## config.mk

```make
export PLATFORM = sky130hd
export DESIGN_NAME = imm_encode
export DESIGN_NICKNAME = d
export VERILOG_FILES = /design/src/rtl/imm_pkg.sv /design/src/rtl/imm_pack.sv /design/src/rtl/imm_encode.sv
export SDC_FILE = /design/constraint.sdc
export NUM_CORES = 1
export LEC_CHECK = 0
export CAP_MARGIN = 10
export CORE_ASPECT_RATIO = 1.25
export CORE_MARGIN = 2
export CORE_UTILIZATION = 46
export DETAILED_ROUTE_END_ITERATION = 10
export HOLD_SLACK_MARGIN = 0.1
export PLACE_DENSITY_LB_ADDON = 0.08
export REMOVE_ABC_BUFFERS = 1
export SLEW_MARGIN = 20
export SYNTH_ARGS = -nofsm -noshare
export SYNTH_HDL_FRONTEND = slang
export SYNTH_SLANG_ARGS = --single-unit
```

## constraint.sdc

```tcl
create_clock -name clk -period 3.1 [get_ports clk]
set_clock_uncertainty 0.1 [all_clocks]
set_input_delay 0.465 -clock clk [delete_from_list [all_inputs] [get_ports clk]]
set_output_delay 0.465 -clock clk [all_outputs]
set_load 0.01 [all_outputs]
```

## src/rtl/imm_pkg.sv

```systemverilog
// Shared types and constants for the RV32I immediate encoder.
// Holds the format enum, the RUN/ERR state type, opcode constants and the range-check helper.
package imm_pkg;

    typedef enum logic [2:0] {
        FMT_R = 3'd0,
        FMT_I = 3'd1,
        FMT_S = 3'd2,
        FMT_B = 3'd3,
        FMT_U = 3'd4,
        FMT_J = 3'd5
    } fmt_e;

    typedef enum logic {
        ST_RUN = 1'b0,
        ST_ERR = 1'b1
    } state_e;

    localparam logic [6:0] OP_LOAD   = 7'h03;
    localparam logic [6:0] OP_STORE  = 7'h23;
    localparam logic [6:0] OP_OPIMM  = 7'h13;
    localparam logic [6:0] OP_BRANCH = 7'h63;
    localparam logic [6:0] OP_LUI    = 7'h37;
    localparam logic [6:0] OP_JAL    = 7'h6F;

    // True when v is the sign-extension of v[msb:0], i.e. v[31:msb] are all equal.
    function automatic logic sext_ok(input logic [31:0] v, input int unsigned msb);
        logic [31:0] hi;
        hi = $signed(v) >>> msb;
        return (hi == '0) || (hi == '1);
    endfunction

endpackage

```

## src/rtl/imm_pack.sv

```systemverilog
// Combinational RV32I field packer with immediate range check.
// The word is meaningless whenever violation is set.
module imm_pack
    import imm_pkg::*;
(
    input  logic [2:0]  fmt,
    input  logic [6:0]  opcode,
    input  logic [4:0]  rd,
    input  logic [2:0]  funct3,
    input  logic [4:0]  rs1,
    input  logic [4:0]  rs2,
    input  logic [6:0]  funct7,
    input  logic [31:0] imm32,
    output logic [31:0] word,
    output logic        violation
);

    always_comb begin
        word      = '0;
        violation = 1'b0;
        case (fmt)
            FMT_R: word = {funct7, rs2, rs1, funct3, rd, opcode};
            FMT_I: begin
                word      = {imm32[11:0], rs1, funct3, rd, opcode};
                violation = !sext_ok(imm32, 11);
            end
            FMT_S: begin
                word      = {imm32[11:5], rs2, rs1, funct3, imm32[4:0], opcode};
                violation = !sext_ok(imm32, 11);
            end
            FMT_B: begin
                word      = {imm32[12], imm32[10:5], rs2, rs1, funct3,
                             imm32[4:1], imm32[11], opcode};
                violation = !sext_ok(imm32, 12) || imm32[0];
            end
            FMT_U: begin
                word      = {imm32[31:12], rd, opcode};
                violation = |imm32[11:0];
            end
            FMT_J: begin
                word      = {imm32[20], imm32[10:1], imm32[11], imm32[19:12], rd, opcode};
                violation = !sext_ok(imm32, 20) || imm32[0];
            end
            default: violation = 1'b1;
        endcase
    end

endmodule

```

## src/rtl/imm_encode.sv

```systemverilog
// Single-stage RV32I encoder: valid/ready in, one registered output word, sticky range error.
// A violating request is swallowed and parks the block in ERR until err_clr.
module imm_encode
    import imm_pkg::*;
#(
    parameter int CNT_W = 16
) (
    input  logic             clk,
    input  logic             rst_n,
    input  logic             in_valid,
    output logic             in_ready,
    input  logic [2:0]       fmt,
    input  logic [6:0]       opcode,
    input  logic [4:0]       rd,
    input  logic [2:0]       funct3,
    input  logic [4:0]       rs1,
    input  logic [4:0]       rs2,
    input  logic [6:0]       funct7,
    input  logic [31:0]      imm32,
    output logic             out_valid,
    input  logic             out_ready,
    output logic [31:0]      instr,
    output logic             range_err,
    input  logic             err_clr,
    output logic [CNT_W-1:0] enc_count
);

    state_e      state;
    logic [31:0] word;
    logic        violation;
    logic        accept;
    logic        drain;

    imm_pack u_pack (
        .fmt       (fmt),
        .opcode    (opcode),
        .rd        (rd),
        .funct3    (funct3),
        .rs1       (rs1),
        .rs2       (rs2),
        .funct7    (funct7),
        .imm32     (imm32),
        .word      (word),
        .violation (violation)
    );

    assign in_ready = (state == ST_RUN) && (!out_valid || out_ready);
    assign accept   = in_valid && in_ready;
    assign drain    = out_valid && out_ready;

    always_ff @(posedge clk or negedge rst_n) begin
        if (!rst_n) begin
            state     <= ST_RUN;
            out_valid <= 1'b0;
            instr     <= '0;
            range_err <= 1'b0;
            enc_count <= '0;
        end else begin
            if (drain)
                enc_count <= enc_count + 1'b1;

            // An accept on the same edge as a drain overwrites the drained word.
            if (accept && violation) begin
                state     <= ST_ERR;
                range_err <= 1'b1;
                if (drain)
                    out_valid <= 1'b0;
            end else if (accept) begin
                instr     <= word;
                out_valid <= 1'b1;
            end else if (drain) begin
                out_valid <= 1'b0;
            end

            if (state == ST_ERR && err_clr) begin
                state     <= ST_RUN;
                range_err <= 1'b0;
            end
        end
    end

endmodule

```

# Yosys cells after proc, flatten, opt, wreduce, memory -nomap -nowiden
# Index checks and enable logic that the tools add are counted.
# W data, S select, Z words.
[word_totals]
elab_cells = 45
regBits = 50
[op_classes]
bitwise_logic = 2
n_eq_ne = 8
add_sub_neg = 1
muxes = 7
reduce_logical = 23
[ops]
columns = ["operator", "n"]
rows = [
  ["$pmux W32 S6", 1],
  ["$eq A32 B32 Y1 const B", 3],
  ["$logic_not A32 Y1", 3],
  ["$add A16 B1 Y16 const B", 1],
  ["$reduce_or A12 Y1", 1],
  ["$eq A3 B2 Y1 const B", 2],
  ["$eq A3 B3 Y1 const B", 2],
  ["$logic_or A1 B1 Y1", 6],
  ["$logic_and A1 B1 Y1", 5],
  ["$mux W1", 5],
  ["$pmux W1 S5", 1],
  ["$logic_not A1 Y1", 4],
  ["$eq A3 B1 Y1 const B", 1],
  ["$logic_not A3 Y1", 1],
  ["$not A1 Y1", 2],
  ["$reduce_and A2 Y1", 1],
  ["$reduce_bool A2 Y1", 1],
  ["$reduce_or A2 Y1", 1],
]

# Longest topological paths before layout
[depth]
word_depth = 8
depth_mapped = 8
depth_no_buf = 6

# By module
# A second synthesis with hierarchy kept.
[hier_totals]
hier_cells = 267
hier_area_um2 = 2909.0
[by_module_without_submodules]
columns = ["mod", "seq_area_each_um2", "cells_per_inst", "n_inst", "area_each_um2"]
rows = [
  ["imm_encode", 1251.2, 132, 1, 2123.3],
  ["imm_pack", 0.0, 135, 1, 785.8],
]

# Worst setup path after synthesis
# OpenSTA, ideal clock, no wires.
[synth_timing]
kind = "input-to-reg"
from = "input imm32[13]"
to = "register instr[10]"
stages = 7
t_required_ps = 2875
arrival_time_ps = 2088
setup_slack_ps = 787
cell_sequence = "or4_1 > o21ai_1 > a22oi_1 > o221ai_2 > nand4b_4 > buf_6 > mux2_4"
[synth_between]
elab_chain_cells = 8
word_cells_on_any_way = 13
cone_classes = "eq/ne: 2; mux: 1; bitwise: 1; reduce/logical: 9"
[synth_lines]
columns = ["element", "line_no", "source"]
rows = [
  ["start: declaration", "imm_encode.sv:19", "input logic [31:0] imm32,"],
  ["$eq A32 B32 Y1 / $logic_not A32 Y1 (equally long branches)", "imm_pkg.sv:30", "return (hi == '0) || (hi == '1);"],
  ["$logic_or A1 B1 Y1", "imm_pkg.sv:30", ""],
  ["$logic_not A1 Y1", "imm_pack.sv:34", "violation = !sext_ok(imm32, 12) || imm32[0];"],
  ["$logic_or A1 B1 Y1", "imm_pack.sv:34", ""],
  ["$pmux W1 S5 (*)", "imm_pack.sv:21", "case (fmt)"],
  ["$logic_and A1 B1 Y1 (*)", "imm_encode.sv:63", "if (accept && violation) begin"],
  ["$not A1 Y1 (no line) (*)", "--", ""],
  ["$reduce_and A2 Y1 (no line) (*)", "--", ""],
  ["end signal: assignment", "imm_encode.sv:69", "instr <= word;"],
  ["end: declaration", "imm_encode.sv:22", "output logic [31:0] instr,"],
]
# Every way passes the cells marked *; elsewhere a longest branch is shown, timed or not.
# A chain may end at the register's enable or synchronous reset.

# Worst setup path after layout
[layout_timing]
from = "input imm32[15]"
to = "register instr[7]"
# Same word-level chain as after synthesis.

==> results <==
==> worst max-delay path by stage <==
stage	start	end	cells after the start	slack, ns
after global placement	imm32[15]	instr[4]	8	0.20
after floorplan	imm32[13]	instr[10]	6	0.40
final	imm32[15]	instr[7]	8	0.46
after global routing	imm32[15]	instr[8]	8	0.35
after detailed placement	imm32[13]	instr[7]	8	0.15
after CTS	imm32[13]	instr[21]	8	0.46
==> metrics by stage <==
step	hold WS [ns]	instance area (sq um)	cells	utilization, %	worst slack [ns]
floorplan	0.0694	2760	261	-	0.401
global placement	0.361	4190	482	68.9	0.199
detailed placement	0.367	4190	482	68.9	0.147
CTS	0.191	4280	489	70.3	0.464
global route	0.245	4280	489	70.3	0.347
finish	0.164	4280	489	70.3	0.457
==> cell type report <==
class                      count  area, sq um
timing repair buffer         136         1320
fill                         494         1810
inverter                      16         60.1
tap                           85          106
clock inverter                 2         15.0
sequential                    50         1250
multi-input combinational    195         1450
clock buffer                   5         68.8
==> power by group through the flow <==
stage          clock network (mW)  registers (mW)  logic [mW]
2_1_floorplan                   0            1.06       0.351
3_3_place_gp                    0           0.986        1.01
3_5_place_dp                    0           0.985        1.04
4_1_cts                     0.373           0.982        1.04
5_1_grt                     0.403            1.01        1.09
6_report                    0.368           0.981        1.02
==> sequential cells by signal (all words and copies together), names as in the netlist <==
name,flops
range_err,1
out_valid,1
enc_count,16
instr,32
==> worst max-delay path, delay by kind of cell <==
family | cells | cell delay [ns]
AOI/OAI and AO/OA | 3 | 0.51
and+or+nand+nor | 2 | 0.70
muxes | 1 | 0.33
buffers and inverters | 2 | 0.71
==> placed cells by master (no fill, tap or decap), types with 6 or more instances in the layout <==
cell / Yosys / layout
sky130_fd_sc_hd__clkdlybuf4s50_1: 0 / 121
sky130_fd_sc_hd__a21oi_1: 14 / 14
sky130_fd_sc_hd__mux2_4: 29 / 29
sky130_fd_sc_hd__dfrtp_1: 50 / 50
sky130_fd_sc_hd__buf_4: 0 / 14
sky130_fd_sc_hd__nor3_1: 6 / 6
sky130_fd_sc_hd__mux2_2: 6 / 6
sky130_fd_sc_hd__nand4_1: 11 / 11
sky130_fd_sc_hd__o21ai_0: 25 / 25
sky130_fd_sc_hd__inv_1: 16 / 16
sky130_fd_sc_hd__nor2b_1: 8 / 8
sky130_fd_sc_hd__nand3_1: 6 / 6
sky130_fd_sc_hd__nor2_1: 13 / 13
sky130_fd_sc_hd__xnor2_1: 11 / 11
sky130_fd_sc_hd__mux2i_1: 8 / 8
sky130_fd_sc_hd__nand2_1: 27 / 27
sky130_fd_sc_hd__a22oi_1: 6 / 6
==> Yosys cell counts <==
cell | instances | share of area [%]
sky130_fd_sc_hd__mux2_4 | 29 | 15
sky130_fd_sc_hd__buf_6 | 3 | 1.2
sky130_fd_sc_hd__mux2i_1 | 8 | 2.8
sky130_fd_sc_hd__ha_1 | 1 | 0.44
sky130_fd_sc_hd__a21oi_1 | 14 | 2.5
sky130_fd_sc_hd__a31oi_1 | 1 | 0.22
sky130_fd_sc_hd__buf_1 | 1 | 0.13
sky130_fd_sc_hd__inv_1 | 16 | 2.1
sky130_fd_sc_hd__nand2b_1 | 2 | 0.44
sky130_fd_sc_hd__o22ai_1 | 2 | 0.44
sky130_fd_sc_hd__xnor2_1 | 11 | 3.4
sky130_fd_sc_hd__o21ai_0 | 25 | 4.4
sky130_fd_sc_hd__o221ai_2 | 1 | 0.53
sky130_fd_sc_hd__a22oi_1 | 6 | 1.6
sky130_fd_sc_hd__mux2_2 | 6 | 2.4
sky130_fd_sc_hd__nor3_1 | 6 | 1.1
sky130_fd_sc_hd__nand4_1 | 11 | 2.4
sky130_fd_sc_hd__or4_1 | 2 | 0.53
sky130_fd_sc_hd__nand3_1 | 6 | 1.1
sky130_fd_sc_hd__nand4b_4 | 1 | 0.84
sky130_fd_sc_hd__nor4_1 | 5 | 1.1
sky130_fd_sc_hd__clkbuf_1 | 9 | 1.2
sky130_fd_sc_hd__nor2b_1 | 8 | 1.8
sky130_fd_sc_hd__nand2_1 | 27 | 3.6
sky130_fd_sc_hd__dfrtp_1 | 50 | 44
sky130_fd_sc_hd__xor2_1 | 4 | 1.2
sky130_fd_sc_hd__o21ai_1 | 1 | 0.18
sky130_fd_sc_hd__nand3b_1 | 1 | 0.26
sky130_fd_sc_hd__o221ai_1 | 1 | 0.31
sky130_fd_sc_hd__and3_1 | 3 | 0.66
sky130_fd_sc_hd__nor2_1 | 13 | 1.7
==> kinds of logic after synthesis <==
| logic type | Yosys count | synth area share (%) |
|---|---|---|
| AO/OA/AOI/OAI | 51 | 10.1 |
| XOR/XNOR | 15 | 4.63 |
| adder cells (fa/ha/maj) | 1 | 0.441 |
| buffers and inverters | 29 | 4.63 |
| flip-flops | 50 | 44.1 |
| multiplexers | 43 | 20.6 |
| AND/OR/NAND/NOR | 85 | 15.4 |
==> routing by layer <==
layer,GRT usage (%),part of all wire (%),up-vias
li1,-,-,1226
met1,29.3,44,1192
met2,37.2,49,93
met3,4.29,5.7,10
met4,7.44,1.7,0
met5,0,0,-
==> reports/metrics.cfg <==
[outcome]
outcome = finished, final reports clean

[setup_path]
reg_to_reg_end = enc_count[15]
reg2regPathDepth = 7
cp_data_arrival_time_ns = 2.73
worstPathMaxFanout = 21
setup.worst_path.end_class = flop
critical_path.slowest_cell = sky130_fd_sc_hd__or4_1
worstReg2RegStart = out_valid
timing.setup.critical_path_class = primary input to flop
cpPeakStageDelay_ns = 0.58
critPathLaunchType = primary input
rrSetupSlack_ns = 1.18
timing.critical_path.cells = clkdlybuf4s50_1 -> or4_1 -> o21ai_1 -> a22oi_1 -> o221ai_2 -> nand4b_4 -> buf_4 -> mux2_4
worst-endpoint-required_ns = 3.19

[routing]
drt_pre_antenna_iters = 4
vias_per_cell = 5.16
route.vias.total = 2521
drtIter0Drc = 148
route.detailed.wl_per_inst_um = 15.1
drt.antenna.violating_nets = 0
drcViolationCount = 0
routed_wirelength_um = 7390

[sta]
post-route-min-period_ns = 2.64
rsz0062_at_grt = false
timing.setup.tns_ns = 0
report.final.slew_viol_count = 0
timing.final.hold_violations = 0
worst_slew_pin_slew_ns = 0.862
setup-violations-final = 0
final_min_period_over_clock_period_pct = 85.2
maxSlewHeadroom_pct = 42.6
f_max_ghz = 0.378

[power_and_ir_drop]
pwr_density_cell_nw_per_um2 = 555
totalPowerFinal_mw = 2.37
power.internal_mw = 1.67
power.clock.fraction_pct = 15.5
sequentialPowerShare_pct = 41.3
net-switching-power_mw = 0.700
power_leakage_nw = 1.89
vdd_ir_drop_max_mv = 0.280
power_switching_share_pct = 29.5
combPwrFrac_pct = 43.2

[die]
core_region_area_sq_um = 6090
fp.dieArea_sq_um = 6810
floorplan.initialDensity_pct = 46.6
dieHeight_um = 91.8
num_rows = 32
design.portCount = 123
die_w_um = 74.2

[grt]
grt_start_max_net_pins = 40
grt_pass1_wl_um = 12000
initial_antenna_violation_count = 0
track_usage_pct = 22.5
number_of_global_route_vias_before_repair = 2547
grt-ovfl-total = 0

[clock_network]
clockBufferDepth = 2
clock-sinks = 50
cts-buffers-inserted = 5
clock_tree_from_tritoncts = built
cts_root_buffer = sky130_fd_sc_hd__clkbuf_8
cts_hold_buffers = 0
clk_transition_reported_paths_ns = 0.09
ctsHtreeMaxLevel = 2
post-cts-setup-buffers = 0
post_cts_resize_count = 0
clk_latency_ns = 0.30

[logic_synthesis]
portion_of_the_post_synthesis_area_used_by_sequential_elements_pct = 44.1
yosysWarnings = 0
synth.ff_latch_count = 50
synthDistinctLibCells = 31
post_synth_inst_count = 274
post_syn_area_per_cell_sq_um = 10.3
netlist_area_sq_um = 2840

[final_layout]
antennaDiodeCount = 0
num-nets-final = 477
ratio_of_cells_with_drive_above_1_in_the_final_layout_pct = 14.6
area_delta_synth_final_pct = 50.8

[placement]
io_buffers = 122
hpwl_um = 5850
gp_congestion = 0.851

[worst_hold_path]
min-delay-path-class = primary input to asynchronous set/reset pin

[job]
drv.max_cap_violation_count = 0

Power figures use the tool's default switching activity.
